[src/rtl/ccff_loader_pkg.sv]
// rtl/ccff_loader_pkg.sv - shared types and constants for the ccff chain loader
//
// Purpose: loader state encoding and byte/remaining-count widths shared by
//          ccff_chain_loader and ccff_byte_serializer.
// Ports:   none (package).
package ccff_loader_pkg;

  localparam int CFG_W = 8;  // configuration bitstream byte width
  localparam int REM_W = 4;  // holds 0..CFG_W unshifted bits

  typedef enum logic [1:0] {
    IDLE = 2'd0,
    LOAD = 2'd1,
    DONE = 2'd2,
    ERR  = 2'd3
  } load_state_e;

endpackage

[src/rtl/ccff_byte_serializer.sv]
// rtl/ccff_byte_serializer.sv - one-byte parallel-to-serial buffer, MSB first
//
// Purpose: holds one configuration byte plus a count of its unshifted bits.
// Ports:
//   clk        in   clock, rising edge
//   reset      in   synchronous active-high reset, empties the buffer
//   flush      in   discard any remaining bits
//   load       in   capture load_data as 8 fresh bits (wins over shift)
//   shift      in   consume the current head bit
//   load_data  in   byte to capture
//   head_bit   out  bit that the next shift consumes
//   not_empty  out  at least one unshifted bit remains
//   last_bit   out  exactly one unshifted bit remains
module ccff_byte_serializer
  import ccff_loader_pkg::*;
(
  input  logic             clk,
  input  logic             reset,
  input  logic             flush,
  input  logic             load,
  input  logic             shift,
  input  logic [CFG_W-1:0] load_data,
  output logic             head_bit,
  output logic             not_empty,
  output logic             last_bit
);

  logic [CFG_W-1:0] shreg;
  logic [REM_W-1:0] remaining;

  // A load in the same cycle as the shift of the final bit replaces the
  // buffer outright; that is what lets bytes stream without a bubble.
  always_ff @(posedge clk) begin
    if (reset || flush) begin
      shreg     <= '0;
      remaining <= '0;
    end else if (load) begin
      shreg     <= load_data;
      remaining <= REM_W'(CFG_W);
    end else if (shift && (remaining != '0)) begin
      shreg     <= {shreg[CFG_W-2:0], 1'b0};
      remaining <= remaining - REM_W'(1);
    end
  end

  assign head_bit  = shreg[CFG_W-1];
  assign not_empty = (remaining != '0);
  assign last_bit  = (remaining == REM_W'(1));

endmodule

[src/rtl/ccff_chain_loader.sv]
// rtl/ccff_chain_loader.sv - serialises a byte bitstream onto the ccff chain head
//
// Purpose: feeds exactly CHAIN_LEN configuration bits, MSB first, into the
//          configuration chain of the logic tiles, then reports done, or err
//          if the byte source stalls for TIMEOUT_CYCLES cycles.
// Ports:
//   clk            in   clock, rising edge
//   reset          in   synchronous active-high reset
//   start          in   begins a load from IDLE, DONE or ERR (ignored in LOAD)
//   cfg_data[7:0]  in   bitstream byte, MSB shifted first
//   cfg_valid      in   cfg_data valid
//   cfg_ready      out  loader accepts cfg_data this cycle
//   ccff_head      out  serial bit into the chain head (0 when not shifting)
//   ccff_shift_en  out  chain advances one position this cycle
//   busy           out  loading
//   done           out  load complete
//   err            out  load abandoned on source stall
module ccff_chain_loader
  import ccff_loader_pkg::*;
#(
  parameter int CHAIN_LEN      = 20,
  parameter int TIMEOUT_CYCLES = 256,
  parameter int CNT_W          = $clog2(CHAIN_LEN + 1)
) (
  input  logic             clk,
  input  logic             reset,
  input  logic             start,
  input  logic [CFG_W-1:0] cfg_data,
  input  logic             cfg_valid,
  output logic             cfg_ready,
  output logic             ccff_head,
  output logic             ccff_shift_en,
  output logic             busy,
  output logic             done,
  output logic             err
);

  localparam int              TO_W     = $clog2(TIMEOUT_CYCLES + 1);
  localparam logic [CNT_W-1:0] LAST_IDX = CNT_W'(CHAIN_LEN - 1);
  localparam logic [CNT_W-1:0] LEN      = CNT_W'(CHAIN_LEN);
  localparam logic [TO_W-1:0]  TO_LAST  = TO_W'(TIMEOUT_CYCLES - 1);

  load_state_e      state;
  load_state_e      state_nxt;
  logic [CNT_W-1:0] bit_cnt;
  logic [TO_W-1:0]  idle_cnt;

  logic buf_head;
  logic buf_not_empty;
  logic buf_last;
  logic in_load;
  logic final_shift;
  logic xfer;
  logic idle_tick;
  logic begin_load;
  logic buf_flush;

  always_comb begin
    in_load       = 1'b0;
    ccff_shift_en = 1'b0;
    ccff_head     = 1'b0;
    final_shift   = 1'b0;
    cfg_ready     = 1'b0;
    xfer          = 1'b0;
    idle_tick     = 1'b0;
    begin_load    = 1'b0;
    busy          = 1'b0;
    done          = 1'b0;
    err           = 1'b0;
    state_nxt     = state;

    in_load       = (state == LOAD);
    ccff_shift_en = in_load && buf_not_empty && (bit_cnt < LEN);
    ccff_head     = ccff_shift_en && buf_head;
    // The shift that delivers bit CHAIN_LEN-1 ends the load; a byte offered
    // in that cycle would only be flushed, so it is not accepted.
    final_shift   = ccff_shift_en && (bit_cnt == LAST_IDX);
    cfg_ready     = in_load && !final_shift &&
                    (!buf_not_empty || (buf_last && ccff_shift_en));
    xfer          = cfg_valid && cfg_ready;
    idle_tick     = in_load && !buf_not_empty && !cfg_valid;
    begin_load    = start && !in_load;
    busy          = in_load;
    done          = (state == DONE);
    err           = (state == ERR);

    unique case (state)
      IDLE, DONE, ERR: begin
        if (start) state_nxt = LOAD;
      end
      LOAD: begin
        if (final_shift) begin
          state_nxt = DONE;
        end else if (idle_tick && (idle_cnt == TO_LAST)) begin
          state_nxt = ERR;
        end
      end
      default: state_nxt = IDLE;
    endcase
  end

  always_ff @(posedge clk) begin
    if (reset) begin
      state    <= IDLE;
      bit_cnt  <= '0;
      idle_cnt <= '0;
    end else begin
      state <= state_nxt;
      if (begin_load) begin
        bit_cnt  <= '0;
        idle_cnt <= '0;
      end else begin
        if (ccff_shift_en) bit_cnt <= bit_cnt + CNT_W'(1);
        if (xfer) begin
          idle_cnt <= '0;
        end else if (idle_tick) begin
          idle_cnt <= idle_cnt + TO_W'(1);
        end
      end
    end
  end

  // Trailing LSBs of a partial final byte die here at completion.
  assign buf_flush = begin_load || final_shift;

  ccff_byte_serializer u_serializer (
    .clk       (clk),
    .reset     (reset),
    .flush     (buf_flush),
    .load      (xfer),
    .shift     (ccff_shift_en),
    .load_data (cfg_data),
    .head_bit  (buf_head),
    .not_empty (buf_not_empty),
    .last_bit  (buf_last)
  );

endmodule
[config.mk]
export PLATFORM = sky130hd
export DESIGN_NAME = ccff_chain_loader
export DESIGN_NICKNAME = d
export VERILOG_FILES = /design/src/rtl/ccff_loader_pkg.sv /design/src/rtl/ccff_byte_serializer.sv /design/src/rtl/ccff_chain_loader.sv
export SDC_FILE = /design/constraint.sdc
export NUM_CORES = 1
export LEC_CHECK = 0
export CAP_MARGIN = 10
export CELL_PAD_IN_SITES_DETAIL_PLACEMENT = 2
export CELL_PAD_IN_SITES_GLOBAL_PLACEMENT = 2
export CORE_MARGIN = 10
export CORE_UTILIZATION = 36
export CTS_BUF_LIST = sky130_fd_sc_hd__clkbuf_2
export CTS_CLUSTER_DIAMETER = 50
export DETAILED_ROUTE_END_ITERATION = 12
export DONT_BUFFER_PORTS = 1
export PLACE_DENSITY = 0.76
export SLEW_MARGIN = 5
export SYNTH_ARGS = -nofsm -noshare
export SYNTH_HDL_FRONTEND = slang
export SYNTH_SLANG_ARGS = --single-unit
[constraint.sdc]
create_clock -name clk -period 1.7 [get_ports clk]
set_input_delay 0.17 -clock clk [delete_from_list [all_inputs] [get_ports clk]]
set_output_delay 0.17 -clock clk [all_outputs]
set_load 0.02 [all_outputs]
==> results.json <==
{
  "status": "complete, but fails checks",
  "violations": "negative hold slack, negative setup slack",
  "die_width_um": 83.5,
  "htreeDepth": 1,
  "syn_avg_cell_area_um2": 9.19,
  "worst-path-buf-inv": 2,
  "busiest_layer": "met2",
  "cts_tree": "done",
  "synth_compound_area_frac": 0.144,
  "report.final.slew_viol_count": 0,
  "gr-usage-met2": 0.295,
  "layout_commonest_cell": "dfxtp_1",
  "syn-num-nets": 175,
  "grtUsageMet1": 0.163,
  "fin_ws_ns": -0.417,
  "num_io_pins": 18,
  "critPathMaxFanout": 3,
  "area_growth_pct": 42.5,
  "path_clk_slew_ns": 0.32,
  "async_reset_ff_frac": 0,
  "std_cell_rows": 23,
  "clkLatencyLatePin_ns": 0.44,
  "dp_hpwl_mm": 3.17,
  "synth_mux_area_frac": 0.0551,
  "synth_top_area_share": 0.386,
  "port_buffers": 0,
  "yosys_warnings": 0,
  "r2r_end": "u_serializer.shreg[1]$_SDFFE_PP0P_",
  "drtIter0Drc": 58,
  "place_congestion": 0.831,
  "antenna_left": 0,
  "antenna_cells": 0,
  "cellLeakagePower_nw": 0.750,
  "clock-sinks": 28,
  "antenna_found_initial": 0,
  "setup-violations-final": 32,
  "period_needed_ns": 2.12,
  "final_cell_mix": "26 x dfxtp_1, 19 x buf_4, 14 x nor2_1",
  "drc": 0,
  "finalNetCount": 214,
  "vias": 1459,
  "ys_seq_area_frac": 0.386,
  "hold_end": "u_serializer.shreg[6]$_SDFFE_PP0P_",
  "whs_path_depth": 2,
  "numCtsBuffers": 3,
  "start_util": 0.368,
  "criticalPathCategory": "register to primary output",
  "globalRouteMet3Util": 0.0469,
  "cp_slowest_stage_delay_ns": 0.41,
  "critPathLaunch": "u_serializer.remaining[1]$_SDFFE_PP0P_",
  "grt.overflow.total": 0,
  "skew_ns": 0.0165,
  "timing.hold.ws_ns": -0.0345,
  "rsz0062_at_grt": "yes",
  "vias_per_cell": 5.93,
  "fin_crit_sh": 1.25,
  "synth-main-ff-cell": "dfxtp_1",
  "synth_xor_area_frac": 0.0724,
  "ys_seq_elements": 28,
  "place_worst_setup_slack_ns": -0.183,
  "grt_start_max_net_pins": 16,
  "r2r_setup_slack_ns": -0.35,
  "crit_path_start_kind": "register",
  "power.density_mw_per_mm2": 671,
  "critPathSlowestCell": "dfxtp_2",
  "critPathTopFamily": "simple AND/OR/NAND/NOR gates",
  "synth_fa_ha_area_frac": 0.0431,
  "worst-r2r-cell-count": 9,
  "relSlewSlack": 0.647,
  "cp-end-kind": "primary output",
  "yosysTopAreaCell": "dfxtp_1",
  "drive_gt1_frac": 0.393,
  "clockBufferDepth": 2,
  "synth.area.top_cells": "dfxtp_1 39%, a211oi_2 6.0%, mux2i_1 5.5%, xnor2_1 5.4%, ha_1 4.3%",
  "globalRouteTotalUtil": 0.159,
  "maxCapViolations": 0,
  "routedWlPerCell_um": 29.0,
  "finalHoldViolations": 3,
  "grt_pass1_wl_mm": 8.87,
  "syn_inst": 158,
  "cp.required_ns": 1.53,
  "synth_top_family_by_area": "simple AND/OR/NAND/NOR gates",
  "synth-edff-count": 0,
  "netlist_area_mm2": 0.00145,
  "path_cells": "inv_2 -> ha_4 -> or3b_4 -> a21boi_4 -> buf_6 -> nor2_4",
  "crit_arrival_ns": 1.95,
  "worst_pin_slew_ns": 0.529,
  "root_buffer": "clkbuf_2",
  "grt_pass1_vias": 1592,
  "fp.coreArea_mm2": 0.00394,
  "first_pass_iters": 4,
  "dieArea_mm2": 0.00698,
  "die_h_um": 83.5,
  "max_freq_ghz": 0.472,
  "regToRegStartpoint": "u_serializer.remaining[1]$_SDFFE_PP0P_",
  "hold_path.class": "input pin to register",
  "synth_cell_types": 42,
  "irDropWorstVdd_mv": 0.361,
  "yosys.area_share.simple": 0.243,
  "hp-start": "cfg_data[6]",
  "drt-total-wl_mm": 7.13
}
worst reg2reg max path, cell delays in order, from the launching register on:
cell,delay [ns]
dfxtp_2,0.41
inv_2,0.08
ha_4,0.13
or3b_4,0.41
buf_6,0.14
buf_6,0.11
nand4_1,0.17
nand2_2,0.16
buf_6,0.19
a211oi_2,0.19
metrics by stage:
stage                     TNS [ns]   util  cells  cell area (µm²)  total power [mW]
after global placement      -0.627  0.414    220             1630             0.907
after CTS                    -4.13  0.486    239             1920              1.28
after global routing         -9.45  0.525    246             2070              1.43
after floorplan            -0.0404      -    158             1470             0.857
after detailed placement     -2.56  0.414    220             1630             0.919
final                        -7.75  0.525    246             2070              1.39
state kept, by name, indices dropped and copies added, names as in the netlist:
name                    flops
u_serializer.shreg          8
state                       2
bit_cnt                     5
idle_cnt                    9
u_serializer.remaining      4
repair_timing:
| item | in CTS | in global routing |
|---|---|---|
| pin swaps | 11 | 7 |
| hold endpoints to repair | 8 | 2 |
| resized for setup | 31 | 16 |
| cloned | 1 | 1 |
| hold buffers | 7 | 2 |
| setup buffers | 8 | 5 |
| setup endpoints to repair | 28 | 30 |
synth_stat cells (2+ instances only):
master / number
buf_6: 2
a211oi_2: 7
buf_2: 3
nand3_1: 5
xnor2_1: 9
or3b_1: 2
dfxtp_1: 28
mux2i_1: 8
ha_1: 5
buf_4: 2
nand4_1: 4
nor2b_1: 2
and2_1: 2
nand2_1: 7
nor3b_1: 2
xor2_1: 3
nor2_1: 16
inv_1: 6
nor3_1: 12
o21ai_0: 3
nor4_1: 3
a21oi_1: 7
cells by family after synthesis:
kind of cell / after synthesis
compound gates: 26
xor+xnor: 12
fa+ha+maj: 5
buf+inv: 15
flops: 28
mux: 8
simple gates: 64
report_power, final:
| part | leakage, nW | internal (mW) | switching, mW | total (mW) |
|---|---|---|---|---|
| sequential | 0.228 | 0.678 | 0.0197 | 0.697 |
| combinational | 0.508 | 0.178 | 0.214 | 0.392 |
| clock | 0.0140 | 0.0509 | 0.248 | 0.299 |
final cells by class:
class | count | area (µm²)
sequential | 28 | 563
tap | 50 | 62.6
multi-input combinational | 116 | 992
timing repair buffer | 40 | 399
clock buffer | 3 | 15.0
clock inverter | 1 | 3.75
fill | 389 | 1870
inverter | 8 | 35.0
how the worst max path moves through the flow:
stage	to	slack, ns	depth (start not counted)
global route	ccff_head	-0.48	7
floorplan	u_serializer.shreg[1]$_SDFFE_PP0P_	-0.006	8
CTS	cfg_ready	-0.31	6
finish	cfg_ready	-0.42	6
detailed placement	u_serializer.remaining[2]$_SDFFE_PP0P_	-0.18	8
global placement	u_serializer.remaining[1]$_SDFFE_PP0P_	-0.06	7
layer usage:
metal	part of all wire	vias up
met2	0.51	61
met3	0.052	31
met4	0.057	0
met5	0	-
met1	0.38	731
li1	-	636
No activity file was read; power rests on OpenSTA's default activity.
==> RTL edit, RTL diff (config.mk and constraints unchanged) <==
Set the parameter `TIMEOUT_CYCLES` to 128 (it was 256).
--- a/src/rtl/ccff_chain_loader.sv
+++ b/src/rtl/ccff_chain_loader.sv
@@ -19,7 +19,7 @@
   import ccff_loader_pkg::*;
 #(
   parameter int CHAIN_LEN      = 20,
-  parameter int TIMEOUT_CYCLES = 256,
+  parameter int TIMEOUT_CYCLES = 128,
   parameter int CNT_W          = $clog2(CHAIN_LEN + 1)
 ) (
   input  logic             clk,
Function: same outputs for any inputs over 10 cycles, from zero or initial values and one cycle with reset high; that may be too few to reach the edited logic, so the function may still have changed.
==> RTL edit against the unedited design <==
Synthesized area down 6.8%. The flow still finishes with violations (hold timing, setup timing). Clock skew is 21 ps higher. Final area up 5.6%. Power is 2.9% higher. Wire length rose by 24%. Setup slack got worse by 160 ps. Core utilization is 7.2 points higher. Sequential cell count shrank 1.
==> RTL edit: results (changes against the unedited design) <==
metric;value;unit;change
grtUsageMet1;22.1;%;was 16.3%
layout.nets;234;;was 214
yosys-top-cells-count;27 x sky130_fd_sc_hd__dfxtp_1, 21 x sky130_fd_sc_hd__nand2_1, 11 x sky130_fd_sc_hd__nor2_1, 11 x sky130_fd_sc_hd__nor3_1, 9 x sky130_fd_sc_hd__a21oi_1;;was 28 x sky130_fd_sc_hd__dfxtp_1, 16 x sky130_fd_sc_hd__nor2_1, 12 x sky130_fd_sc_hd__nor3_1, 9 x sky130_fd_sc_hd__xnor2_1, 8 x sky130_fd_sc_hd__mux2i_1
run_status;complete, but fails checks;;unchanged
final_design_area_no_fill;0.00219;sq mm;was 0.00207 sq mm
final.hold.worst_slack;-4.79;ps;was -34.5 ps
clk-insertion-delay-late;480;ps;was 440 ps
place_area;0.00163;sq mm;about the same
met2_wirelength;4510;microns;was 3620 microns
cts_setup_buffers;12;;was 8
place_congestion;0.742;;was 0.831
grt_pass1_wl;10300;microns;was 8870 microns
post_synth_main_area_contributors;sky130_fd_sc_hd__dfxtp_1 40%, sky130_fd_sc_hd__nand2_1 5.8%, sky130_fd_sc_hd__a311oi_1 4.5%, sky130_fd_sc_hd__xnor2_1 4.5%, sky130_fd_sc_hd__nor3_1 4.1%;;was sky130_fd_sc_hd__dfxtp_1 39%, sky130_fd_sc_hd__a211oi_2 6.0%, sky130_fd_sc_hd__mux2i_1 5.5%, sky130_fd_sc_hd__xnor2_1 5.4%, sky130_fd_sc_hd__ha_1 4.3%
peak_vdd_ir;532;uV;was 361 uV
groute.layer.met2.usage;38.4;%;was 29.5%
grt_pass1_vias;1727;;was 1592
post-route-worst-setup-slack;-580;ps;was -417 ps
regArea;547;sq um;was 563 sq um
drive_above_1_share;46.1;%;was 39.3%
die-width;81.3;microns;was 83.5 microns
path_clk_slew;370;ps;was 320 ps
groute.usage.overall;20.9;%;was 15.9%
post_cts.resized_instances;34;;was 31
postCtsHoldBufs;6;;was 7
worstReg2RegEnd;u_serializer.shreg[3];;was u_serializer.shreg[1]
antenna_found_initial;1;;was 0
timing.final.hold_violations;1;;was 3
timing.critical_path.max_delay_family;buffers and inverters;;was simple AND/OR/NAND/NOR gates
critical-path-max-stage-delay;440;ps;was 410 ps
timing.slew.headroom;66.3;%;was 64.7%
n_antenna_cell;1;;was 0
final_wl;8810;microns;was 7130 microns
report.final.setup_viol;31;;was 32
violated_checks;hold timing, setup timing;;unchanged
arrival;2110;ps;was 1950 ps
-- RTL edit: power by group through the flow --
stage          combinational (mW)  sequential (mW)  clock (mW)
4_1_cts                     0.305            0.667       0.287
2_1_floorplan               0.135            0.675           0
3_5_place_dp                0.212            0.678           0
5_1_grt                     0.441            0.674       0.326
3_3_place_gp                0.195            0.675           0
6_report                    0.428            0.673       0.328
-- RTL edit: cells by family after synthesis --
logic type / Yosys count / share of synthesized area [%]
AND/OR/NAND/NOR: 78 / 30.9
flip-flops: 27 / 39.9
AO/OA/AOI/OAI: 24 / 12.4
buffers and inverters: 14 / 5.27
XOR/XNOR: 11 / 7.12
adder cells (fa/ha/maj): 4 / 3.70
multiplexers: 1 / 0.739
-- RTL edit: stage by stage --
stage / setup slack, ps / cells / setup TNS (ps)
2_1_floorplan: -143 / 159 / -1430
3_3_place_gp: -66.7 / 231 / -320
3_5_place_dp: -175 / 231 / -1830
4_1_cts: -362 / 253 / -3960
5_1_grt: -688 / 266 / -12960
6_report: -580 / 266 / -11770
